### src/rtl/sha_session_arb.sv
// Round-robin session arbiter for the shared SHA-256/HMAC engine: grants one
// requester at a time, forwards its word stream and scrubs the engine afterwards.
module sha_session_arb #(
  parameter int unsigned NumReq  = 2,
  parameter logic [31:0] WipeVal = 32'hDEAD_BEEF
) (
  input  logic                   clk_i,
  input  logic                   rst_i,
  input  logic [NumReq-1:0]      req_i,
  input  logic [NumReq-1:0]      req_hmac_i,
  input  logic [NumReq*64-1:0]   req_len_i,
  input  logic [NumReq-1:0]      req_process_i,
  input  logic [NumReq-1:0]      req_wvalid_i,
  input  logic [NumReq*32-1:0]   req_wdata_i,
  input  logic [NumReq*4-1:0]    req_wmask_i,
  output logic [NumReq-1:0]      req_wready_o,
  output logic [NumReq-1:0]      gnt_o,
  output logic [NumReq-1:0]      done_o,
  output logic                   abort_o,
  output logic                   busy_o,
  output logic [$clog2(NumReq)-1:0] owner_o,
  output logic [31:0]            beat_cnt_o,
  output logic                   eng_hmac_en_o,
  output logic                   eng_hash_start_o,
  output logic                   eng_hash_process_o,
  input  logic                   eng_hash_done_i,
  output logic [63:0]            eng_msg_len_o,
  output logic                   eng_wvalid_o,
  output logic [31:0]            eng_wdata_o,
  output logic [3:0]             eng_wmask_o,
  input  logic                   eng_wready_i,
  output logic                   eng_wipe_o,
  output logic [31:0]            eng_wipe_v_o
);

  localparam int unsigned OW = $clog2(NumReq);

  typedef enum logic [2:0] {
    S_IDLE, S_START, S_STREAM, S_WAIT, S_WIPE
  } state_e;

  state_e        state_q, state_d;
  logic [OW-1:0] owner_q, owner_d;
  logic [OW-1:0] last_q, last_d;
  logic          hmac_q, hmac_d;
  logic [63:0]   len_q, len_d;
  logic [31:0]   beat_q, beat_d;
  logic          aborted_q, aborted_d;
  logic          found;
  logic [OW-1:0] cand;
  logic [NumReq-1:0] owner_oh;

  logic [63:0] len_a   [NumReq];
  logic [31:0] wdata_a [NumReq];
  logic [3:0]  wmask_a [NumReq];

  for (genvar g = 0; g < NumReq; g++) begin : g_unpack
    assign len_a[g]   = req_len_i[64*g +: 64];
    assign wdata_a[g] = req_wdata_i[32*g +: 32];
    assign wmask_a[g] = req_wmask_i[4*g +: 4];
  end

  always_ff @(posedge clk_i) begin
    if (rst_i) begin
      state_q   <= S_IDLE;
      owner_q   <= '0;
      last_q    <= OW'(NumReq - 1);
      hmac_q    <= 1'b0;
      len_q     <= '0;
      beat_q    <= '0;
      aborted_q <= 1'b0;
    end else begin
      state_q   <= state_d;
      owner_q   <= owner_d;
      last_q    <= last_d;
      hmac_q    <= hmac_d;
      len_q     <= len_d;
      beat_q    <= beat_d;
      aborted_q <= aborted_d;
    end
  end

  // Next-state logic plus the combinational word path while streaming.
  always_comb begin
    state_d            = state_q;
    owner_d            = owner_q;
    last_d             = last_q;
    hmac_d             = hmac_q;
    len_d              = len_q;
    beat_d             = beat_q;
    aborted_d          = aborted_q;
    found              = 1'b0;
    cand               = '0;
    eng_hash_process_o = 1'b0;
    eng_wvalid_o       = 1'b0;
    eng_wdata_o        = '0;
    eng_wmask_o        = '0;
    req_wready_o       = '0;

    case (state_q)
      S_IDLE: begin
        // First requesting index after the previous owner wins.
        for (int i = 0; i < int'(NumReq); i++) begin
          cand = OW'((int'(last_q) + 1 + i) % int'(NumReq));
          if (!found && req_i[cand]) begin
            found   = 1'b1;
            owner_d = cand;
          end
        end
        if (found) begin
          hmac_d  = req_hmac_i[owner_d];
          len_d   = len_a[owner_d];
          state_d = S_START;
        end
      end
      S_START: begin
        beat_d  = '0;
        state_d = S_STREAM;
      end
      S_STREAM: begin
        eng_wvalid_o          = req_wvalid_i[owner_q];
        eng_wdata_o           = wdata_a[owner_q];
        eng_wmask_o           = wmask_a[owner_q];
        req_wready_o[owner_q] = eng_wready_i;
        if (eng_wvalid_o && eng_wready_i) begin
          beat_d = beat_q + 32'd1;
        end
        if (req_process_i[owner_q]) begin
          eng_hash_process_o = 1'b1;
          state_d            = S_WAIT;
        end else if (!req_i[owner_q]) begin
          eng_hash_process_o = 1'b1;
          aborted_d          = 1'b1;
          state_d            = S_WAIT;
        end
      end
      S_WAIT: begin
        if (eng_hash_done_i) begin
          state_d = S_WIPE;
        end
      end
      S_WIPE: begin
        last_d    = owner_q;
        aborted_d = 1'b0;
        state_d   = S_IDLE;
      end
      default: state_d = S_IDLE;
    endcase
  end

  assign owner_oh = NumReq'(1) << owner_q;

  // Moore outputs decoded from the registered state.
  assign busy_o           = (state_q != S_IDLE);
  assign gnt_o            = (state_q == S_START || state_q == S_STREAM || state_q == S_WAIT)
                            ? owner_oh : '0;
  assign done_o           = (state_q == S_WIPE && !aborted_q) ? owner_oh : '0;
  assign abort_o          = (state_q == S_WIPE) && aborted_q;
  assign eng_hash_start_o = (state_q == S_START);
  assign eng_hmac_en_o    = busy_o && hmac_q;
  assign eng_msg_len_o    = len_q;
  assign eng_wipe_o       = (state_q == S_WIPE);
  assign eng_wipe_v_o     = (state_q == S_WIPE) ? WipeVal : 32'd0;
  assign owner_o          = owner_q;
  assign beat_cnt_o       = beat_q;

endmodule
### config.mk
export PLATFORM = sky130hd
export DESIGN_NAME = sha_session_arb
export DESIGN_NICKNAME = d
export VERILOG_FILES = /design/src/rtl/sha_session_arb.sv
export SDC_FILE = /design/constraint.sdc
export NUM_CORES = 1
export LEC_CHECK = 0
export ABC_AREA = 1
export ABC_CLOCK_PERIOD_IN_PS = 2400
export CORE_AREA = 2 2 150 152
export CTS_CLUSTER_SIZE = 28
export DETAILED_ROUTE_END_ITERATION = 8
export DIE_AREA = 0 0 152 154
export PLACE_DENSITY = 0.72
export RECOVER_POWER = 100
export SETUP_SLACK_MARGIN = 0.2
export SLEW_MARGIN = 15
export SYNTH_ARGS = -nofsm -noshare
export SYNTH_HDL_FRONTEND = slang
export SYNTH_SLANG_ARGS = --single-unit
### constraint.sdc
create_clock -name clk_i -period 2.4 [get_ports clk_i]
set_input_delay 0.36 -clock clk_i [delete_from_list [all_inputs] [get_ports clk_i]]
set_output_delay 0.36 -clock clk_i [all_outputs]
set_load 0.005 [all_outputs]
==> results.json, run 1 <==
{
  "grt_overflow": 0,
  "worstPathMaxFanout": 13,
  "max_freq_mhz": 455,
  "synth-async-reset-ratio_pct": 0,
  "path_clk_slew_ns": 0.07,
  "insertion_delay_ns": 0.35,
  "h-tree-depth": 3,
  "antenna_found_initial": 2,
  "finalPower_uw": 6130,
  "io-pin-count": 390,
  "rsz0062_at_grt": "true",
  "grt_pass1_wl_mm": 37.6,
  "maxCapViolCount": 0,
  "drc_errors": 0,
  "drt_iter0_drc": 456,
  "ys_types": 32,
  "viasPerCell": 4.57,
  "finalWirelength_mm": 24.0,
  "setup_viol": 0,
  "cts_inserted_buffers": 9,
  "start_util_pct": 28.1,
  "num_rows": 54,
  "finalNetCount": 1514,
  "final_cell_mix": "312 x nand2_1, 213 x clkdlybuf4s50_1, 114 x dlygate4sd3_1, 113 x inv_1, 99 x dfxtp_1",
  "die_x_um": 152,
  "critical_path_arrival_ns": 1.84,
  "max_slew_margin_pct": 53.1,
  "final_common_cell": "nand2_1",
  "ant_nets": 0,
  "finalHoldViolCount": 0,
  "ir_drop_v": 0.000311,
  "setup_tns_ns": 0,
  "dp_hpwl_mm": 18.2,
  "cp.required_ns": 2.04,
  "p_leak_uw": 0.00496,
  "path_class": "reg2out",
  "fin_hold_ws_ns": 0.494,
  "cts.sinks": 103,
  "period_share_pct": 91.7,
  "cp-start-kind": "register",
  "synthCells": 964,
  "dieArea_sq_mm": 0.0234,
  "core_area_sq_mm": 0.0217,
  "cts_tree": "built",
  "drtPass1Iterations": 5,
  "synth_top_flop_cell": "dfxtp_1",
  "area_growth_pct": 69.8,
  "synth-seq-cells": 103,
  "grt_pass1_vias": 6810,
  "netlist_area_sq_mm": 0.00609,
  "skew_ns": 0.0101,
  "clockBufferDepth": 2,
  "ys_seq_area_share_pct": 33.9,
  "drive_above_1_share_pct": 5.05,
  "via_count": 7257,
  "grt_max_degree": 60,
  "power_density_mw_per_mm2": 593,
  "min_period_ns": 2.20,
  "syn_avg_cell_area_sq_um": 6.32,
  "synth_edf_count": 0,
  "die-height_um": 154,
  "hp-class": "reg2reg",
  "cp-end-kind": "primary output",
  "status": "finished, final reports clean",
  "track_usage_pct": 19.7,
  "worst_slew_pin_slew_ns": 0.704,
  "portBuffers": 381,
  "yosys_warnings": 0,
  "routedWlPerCell_um": 15.1,
  "holdBufCountCts": 0,
  "maxSlewViolCount": 0,
  "root_buffer": "clkbuf_16",
  "place_congestion": 0.878
}
critical path, cell delays in order, from the launching register on:
cell and delay [ns]:
dfxtp_2 0.36, nor3_4 0.26, buf_6 0.15, buf_6 0.14
dlygate4sd3_1 0.58
logic make-up (layout without fill, tap and decap cells):
| kind of cell | Yosys count | after routing | share of synthesized area (%) |
|---|---|---|---|
| buffers and inverters | 209 | 544 | 16.2 |
| AOI/OAI and AO/OA | 131 | 131 | 13.7 |
| other | 1 | 10 | 0.0616 |
| xor gates and xnor gates | 1 | 1 | 0.144 |
| adders and majority gates | 1 | 1 | 0.205 |
| and+or+nand+nor | 518 | 518 | 35.8 |
| DFF | 103 | 103 | 33.9 |
timing repair:
item                                    4_1_cts  5_1_grt
pin swaps                                     1        0
gates resized for setup                      58       15
setup buffers                                 2        0
cloned                                        2        0
endpoints found under the setup margin       45       32
power breakdown:
group / total, uW / switching (uW) / internal, uW
clock: 1620 / 695 / 926
combinational: 2410 / 1210 / 1200
sequential: 2110 / 141 / 1970
path summary, 6_finish.rpt:
kind	start	endpoint	slack, ns	cells past startpoint
setup / recovery	state_q[1]	eng_wipe_v_o[31]	0.20	4
hold / removal	eng_msg_len_o[21]	eng_msg_len_o[21]	0.49	2
setup reg to reg	owner_o	beat_cnt_o[21]	0.28	9
hold reg to reg	eng_msg_len_o[21]	eng_msg_len_o[21]	0.49	2
Yosys cell counts, types with 2 or more instances:
master    count  share of area (%)
o21bai_1      3               0.37
nand3_2       2               0.33
inv_2         8               0.49
buf_4        42                5.2
nor2_1       76                4.7
dfxtp_1     103                 34
clkbuf_1     18                1.1
nand2_1     312                 19
nand3_1      95                7.8
nand4_1       8               0.82
nor2_2        3               0.31
nor2_4        5               0.92
a211oi_1      2               0.25
o21ai_1       2               0.16
buf_6         2               0.37
nor3_1       10               0.82
inv_1       114                7.0
a21oi_1      49                4.0
buf_1         2               0.12
nor3b_1       3               0.37
buf_2        22                1.8
o211ai_1     66                8.1
o21ai_0       8               0.66
flip-flops by register name, summed over array words and instances (netlist names):
signal and cells:
eng_msg_len_o 64, hmac_q 1, beat_cnt_o 32, last_q 1, owner_o 1, state_q 3, aborted_q 1
area by class of cell:
class	instances	area, sq um
diodes	2	5.00
clock buffers	9	225
clock inverters	7	101
fillers	2156	11300
inverters	123	464
multi-input cells	659	3080
flip-flops and latches	103	2070
well taps	280	350
repair buffers	405	4050
metal layers:
metal	wire, um	share of wire (%)	global-route usage, %	vias up
met5	0	0	0	-
met4	349	1.5	4.67	0
met3	1490	6.2	5.05	29
met2	11500	48	33.2	255
met1	10700	45	25.2	3258
li1	-	-	-	3715
stage by stage:
step / std cells / worst slack (ns) / utilization [%] / area [sq um]
after floorplan: 971 / 0.395 / - / 6120
after global placement: 1566 / 0.268 / 46.0 / 9980
after detailed placement: 1566 / 0.248 / 46.0 / 9980
after CTS: 1586 / 0.185 / 47.8 / 10400
after global routing: 1588 / 0.0876 / 47.7 / 10300
final: 1588 / 0.200 / 47.7 / 10300
(Power assumes the default switching activity.)
==> run 2, diff against run 1 <==
PLACE_DENSITY = 0.68   (was 0.72)
==> results.json, run 2 (synthesis results as in run 1) <==
{
  "root_buffer": "clkbuf_16",
  "dp_slack_ns": 0.201,
  "grt_overflow": 0,
  "cts.sinks": 103,
  "rrSetupSlack_ns": 0.30,
  "maxCapViolCount": 0,
  "ant_nets": 0,
  "insertion_delay_ns": 0.35,
  "final_cell_mix": "312 x nand2_1, 213 x clkdlybuf4s50_1, 118 x dlygate4sd3_1, 113 x inv_1, 102 x dfxtp_1",
  "core_area_sq_mm": 0.0217,
  "start_util_pct": 28.1,
  "skew_ns": 0.0107,
  "path_class": "reg2out",
  "cp-start-kind": "register",
  "cts_inserted_buffers": 9,
  "max_freq_mhz": 452,
  "placed_cells_incl_taps": 1572,
  "grt_pass1_wl_mm": 37.0,
  "largest_reg_flops": 64,
  "r2r_cells": 11,
  "viasPerCell": 4.54,
  "cts_tree": "built",
  "worst_slew_pin_slew_ns": 0.603,
  "cp_slowest_cell": "dlygate4sd3_1",
  "crit_chain": "inv_2, nor3_4, buf_4, buf_8, dlygate4sd3_1",
  "period_share_pct": 92.3,
  "area_growth_pct": 70.0,
  "grt_pass1_vias": 6706,
  "crit_family": "buffers and inverters",
  "path_clk_slew_ns": 0.08,
  "routedWlPerCell_um": 14.7,
  "portBuffers": 381,
  "ir_drop_v": 0.000285,
  "r2r-start": "state_q[0]",
  "max_stage_delay_ns": 0.58,
  "finalNetCount": 1521,
  "seqCellArea_sq_mm": 0.00206,
  "min_period_ns": 2.21,
  "fillers": 2210,
  "grt_max_degree": 51,
  "drtPass1Iterations": 5,
  "drc_errors": 0,
  "hp-class": "reg2reg",
  "io-pin-count": 390,
  "drive_above_1_share_pct": 5.03,
  "final_common_cell": "nand2_1",
  "finalWirelength_mm": 23.5,
  "dieArea_sq_mm": 0.0234,
  "critical_path_arrival_ns": 1.85,
  "critical_path_cell_count": 5,
  "finalHoldViolCount": 0,
  "r2r-end": "beat_cnt_o[9]",
  "setup_tns_ns": 0,
  "num_rows": 54,
  "die-height_um": 154,
  "drt_iter0_drc": 459,
  "clockBufferDepth": 2,
  "crit_end": "eng_wipe_v_o[2]",
  "via_count": 7233,
  "multiInputGateArea_sq_mm": 0.00307,
  "fin_cells": 1594,
  "fin_util_pct": 47.7,
  "h-tree-depth": 3,
  "p_leak_uw": 0.00500,
  "die_x_um": 152,
  "track_usage_pct": 19.1,
  "worstPathMaxFanout": 14,
  "status": "finished, final reports clean",
  "setup_viol": 0,
  "place_congestion": 0.843,
  "dp_hpwl_mm": 17.7,
  "cp-end-kind": "primary output",
  "rsz0062_at_grt": "true",
  "maxSlewViolCount": 0,
  "max_slew_margin_pct": 59.8,
  "cp-startpoint": "state_q[2]",
  "antenna_found_initial": 1,
  "cp.required_ns": 2.04,
  "setup_ws_ns": 0.186,
  "critPathBufInv": 4,
  "power_density_mw_per_mm2": 584
}
## run 2: tightest hold or removal path: stages (launching register included)
cell,delay [ns]
dfxtp_1,0.32
o211ai_1,0.09
inv_1,0.05
## run 2: power breakdown
group,internal [uW],leakage (uW),total [uW],switching (uW)
clock network,821,0.000144,1530,708
logic,1220,0.00401,2420,1190
registers,1970,0.000847,2100,131
total,4010,0.00500,6050,2030
## run 2: final cells by class
type	count	share of cell area (%)
diodes	1	0.0242
clock inverters	7	0.762
inverters	123	4.50
well taps	280	3.38
flip-flops and latches	103	19.9
repair buffers	412	39.6
clock buffers	9	2.18
multi-input cells	659	29.6
## run 2: worst min-delay path by stage
stage | startpoint | to | slack, ns | depth (start not counted)
after floorplan | hmac_q | hmac_q | 0.46 | 2
after global placement | eng_msg_len_o[17] | eng_msg_len_o[17] | 0.48 | 2
after detailed placement | eng_msg_len_o[8] | eng_msg_len_o[8] | 0.48 | 2
after CTS | eng_msg_len_o[8] | eng_msg_len_o[8] | 0.50 | 2
after global routing | eng_msg_len_o[15] | eng_msg_len_o[15] | 0.52 | 2
final | eng_msg_len_o[60] | eng_msg_len_o[60] | 0.49 | 2
## run 2: timing repair
| action | 4_1_cts | 5_1_grt |
|---|---|---|
| resized for setup | 53 | 14 |
| pin swaps | 1 | 1 |
| gates cloned | 1 | 1 |
| setup endpoints to repair | 46 | 4 |
| buffers inserted | 1 | 2 |
| endpoints found under the hold margin | 0 | 0 |
| hold buffers | 0 | 0 |
## run 2: routing by layer
metal / vias to the layer above / share of wire (%) / track usage, %
met5: - / 0 / 0
met2: 254 / 47 / 31.8
met4: 0 / 1.3 / 3.96
met3: 19 / 6.7 / 4.93
li1: 3731 / - / -
met1: 3229 / 45 / 25.1
## run 2: metrics by stage
stage | hold slack (ns) | instance area, sq um | total power (uW)
global route | 0.515 | 10300 | 6440
CTS | 0.500 | 10300 | 6260
floorplan | 0.465 | 6120 | 3300
finish | 0.491 | 10300 | 6050
detailed placement | 0.476 | 10000 | 4690
global placement | 0.476 | 10000 | 4680
==> run 3, diff against run 2 <==
ABC_CLOCK_PERIOD_IN_PS = default   (was 2400)
clock period = 2 ns   (was 2.4 ns; I/O delays follow)
==> results.json, run 3 (synthesis results as in run 1) <==
{
  "path_class": "reg2out",
  "seqCellArea_sq_mm": 0.00207,
  "period_share_pct": 98.9,
  "multiInputGateArea_sq_mm": 0.00331,
  "track_usage_pct": 20.1,
  "place_congestion": 0.834,
  "root_buffer": "clkbuf_16",
  "comb_power_share_pct": 44.5,
  "grt_pass1_vias": 6962,
  "clockBufferDepth": 2,
  "stdcell_area_sq_mm": 0.0112,
  "min_period_ns": 1.98,
  "maxCapViolCount": 0,
  "cts_tree": "built",
  "core_area_sq_mm": 0.0217,
  "holdBufCountCts": 0,
  "ir_drop_v": 0.000413,
  "die_x_um": 152,
  "skew_ns": 0.00868,
  "grt_overflow": 0,
  "ant_nets": 0,
  "final_cell_mix": "309 x nand2_1, 217 x clkdlybuf4s50_1, 110 x inv_1, 98 x dfxtp_1, 95 x nand3_1",
  "fin_hold_ws_ns": 0.491,
  "status": "finished, final reports clean",
  "r2r-end": "eng_msg_len_o[42]",
  "cp-start-kind": "register",
  "cp.required_ns": 1.70,
  "antenna_cells": 0,
  "path_clk_slew_ns": 0.07,
  "area_growth_pct": 83.4,
  "via_count": 7573,
  "worstPathMaxFanout": 7,
  "die-height_um": 154,
  "start_util_pct": 28.1,
  "largest_reg_flops": 64,
  "crit_end": "eng_wdata_o[22]",
  "cts_inserted_buffers": 9,
  "r2r_cells": 10,
  "hp-class": "reg2reg",
  "h-tree-depth": 3,
  "cp-startpoint": "state_q[2]",
  "rrSetupSlack_ns": 0.14,
  "finalNetCount": 1566,
  "grt_max_degree": 68,
  "cp-end-kind": "primary output",
  "netSwitchingPower_uw": 2760,
  "worst_slew_pin_slew_ns": 0.512,
  "maxSlewViolCount": 0,
  "critical_path_arrival_ns": 1.68,
  "clockPowerShare_pct": 24.5,
  "internal-power_uw": 5350,
  "min_path_cells": 2,
  "p_leak_uw": 0.00523,
  "placed_cell_area_sq_mm": 0.0102,
  "num_rows": 54,
  "p_seq_share_pct": 31.1,
  "drt_iter0_drc": 422,
  "dp_hpwl_mm": 17.8,
  "portBuffers": 381,
  "viasPerCell": 4.62,
  "max_freq_mhz": 506,
  "finalWirelength_mm": 25.8,
  "setup_viol": 0,
  "dieArea_sq_mm": 0.0234,
  "drive_above_1_share_pct": 17.6,
  "cts.sinks": 103,
  "max_slew_margin_pct": 65.8,
  "drc_errors": 0,
  "antenna_found_initial": 0,
  "routedWlPerCell_um": 15.8,
  "rsz0062_at_grt": "true",
  "final_common_cell": "nand2_1",
  "swShare_pct": 34.0,
  "io-pin-count": 390,
  "insertion_delay_ns": 0.35,
  "fillers": 2088,
  "drtPass1Iterations": 5,
  "r2r-start": "state_q[2]",
  "power_density_mw_per_mm2": 726,
  "finalHoldViolCount": 0,
  "grt_pass1_wl_mm": 38.4
}
==> run 3: changes by cell type in the layout (fill, tap and decap cells not counted), moves of 4 or more <==
cell and change:
buf_4 +13, dlygate4sd3_1 -27, dfxtp_1 -4, dlygate4sd2_1 -39, a21oi_1 -37, clkdlybuf4s25_1 -6, a21oi_2 +34, buf_2 +44
clkdlybuf4s50_1 +4, buf_12 +11, buf_6 +35, clkbuf_16 +4
==> run 3: how the worst min path moves through the flow <==
| stage | startpoint | endpoint | slack, ns |
|---|---|---|---|
| 6_report | eng_msg_len_o[62] | eng_msg_len_o[62] | 0.49 |
| 5_1_grt | eng_msg_len_o[44] | eng_msg_len_o[44] | 0.52 |
| 4_1_cts | eng_msg_len_o[60] | eng_msg_len_o[60] | 0.50 |
| 3_5_place_dp | eng_msg_len_o[25] | eng_msg_len_o[25] | 0.48 |
| 3_3_place_gp | eng_msg_len_o[12] | eng_msg_len_o[12] | 0.48 |
| 2_1_floorplan | hmac_q | hmac_q | 0.46 |
==> run 3: routing by layer <==
| layer | vias up | GRT usage (%) | routed length (um) |
|---|---|---|---|
| met3 | 35 | 4.59 | 1430 |
| met4 | 0 | 4.67 | 428 |
| li1 | 3820 | - | - |
| met5 | - | 0 | 0 |
| met2 | 276 | 33.2 | 12700 |
| met1 | 3442 | 26.6 | 11300 |
==> run 3: metrics by stage <==
step | setup TNS [ns] | total power, uW | worst slack [ns] | instances | utilization, %
detailed placement | 0 | 5780 | 0.0367 | 1581 | 47.0
floorplan | 0 | 3970 | 0.376 | 971 | -
finish | 0 | 8110 | 0.0218 | 1638 | 51.5
global route | -0.327 | 8590 | -0.0350 | 1638 | 51.5
global placement | 0 | 5770 | 0.0671 | 1581 | 47.0
CTS | -0.0504 | 7990 | -0.0105 | 1617 | 49.6
==> run 3: power by group through the flow <==
| stage | clock network (uW) | registers (uW) | logic, uW |
|---|---|---|---|
| after floorplan | 0 | 2590 | 1370 |
| after global placement | 0 | 2550 | 3210 |
| after detailed placement | 0 | 2560 | 3220 |
| after CTS | 2060 | 2530 | 3410 |
| after global routing | 2120 | 2560 | 3910 |
| final | 1980 | 2520 | 3600 |
==> run 3: worst max-delay path: stages (launching register included) <==
cell	delay [ns]
dfxtp_2	0.32
inv_2	0.08
nand2_4	0.06
nor2_4	0.12
clkinv_4	0.09
bufbuf_16	0.28
buf_8	0.13
a21oi_2	0.11
buf_2	0.14
==> run 3: timing repair <==
item / 4_1_cts / 5_1_grt
endpoints found under the setup margin: 82 / 141
setup buffers: 15 / 14
cloned: 5 / 7
gates resized for setup: 343 / 57
pin swaps: 6 / 9
==> run 3: area by class of cell <==
type / instances / area share [%]
timing repair buffer: 455 / 41.4
multi-input combinational: 660 / 29.6
sequential: 103 / 18.5
inverter: 123 / 4.29
tap: 280 / 3.14
clock buffer: 9 / 2.02
clock inverter: 7 / 0.952
timing repair inverter: 1 / 0.0448
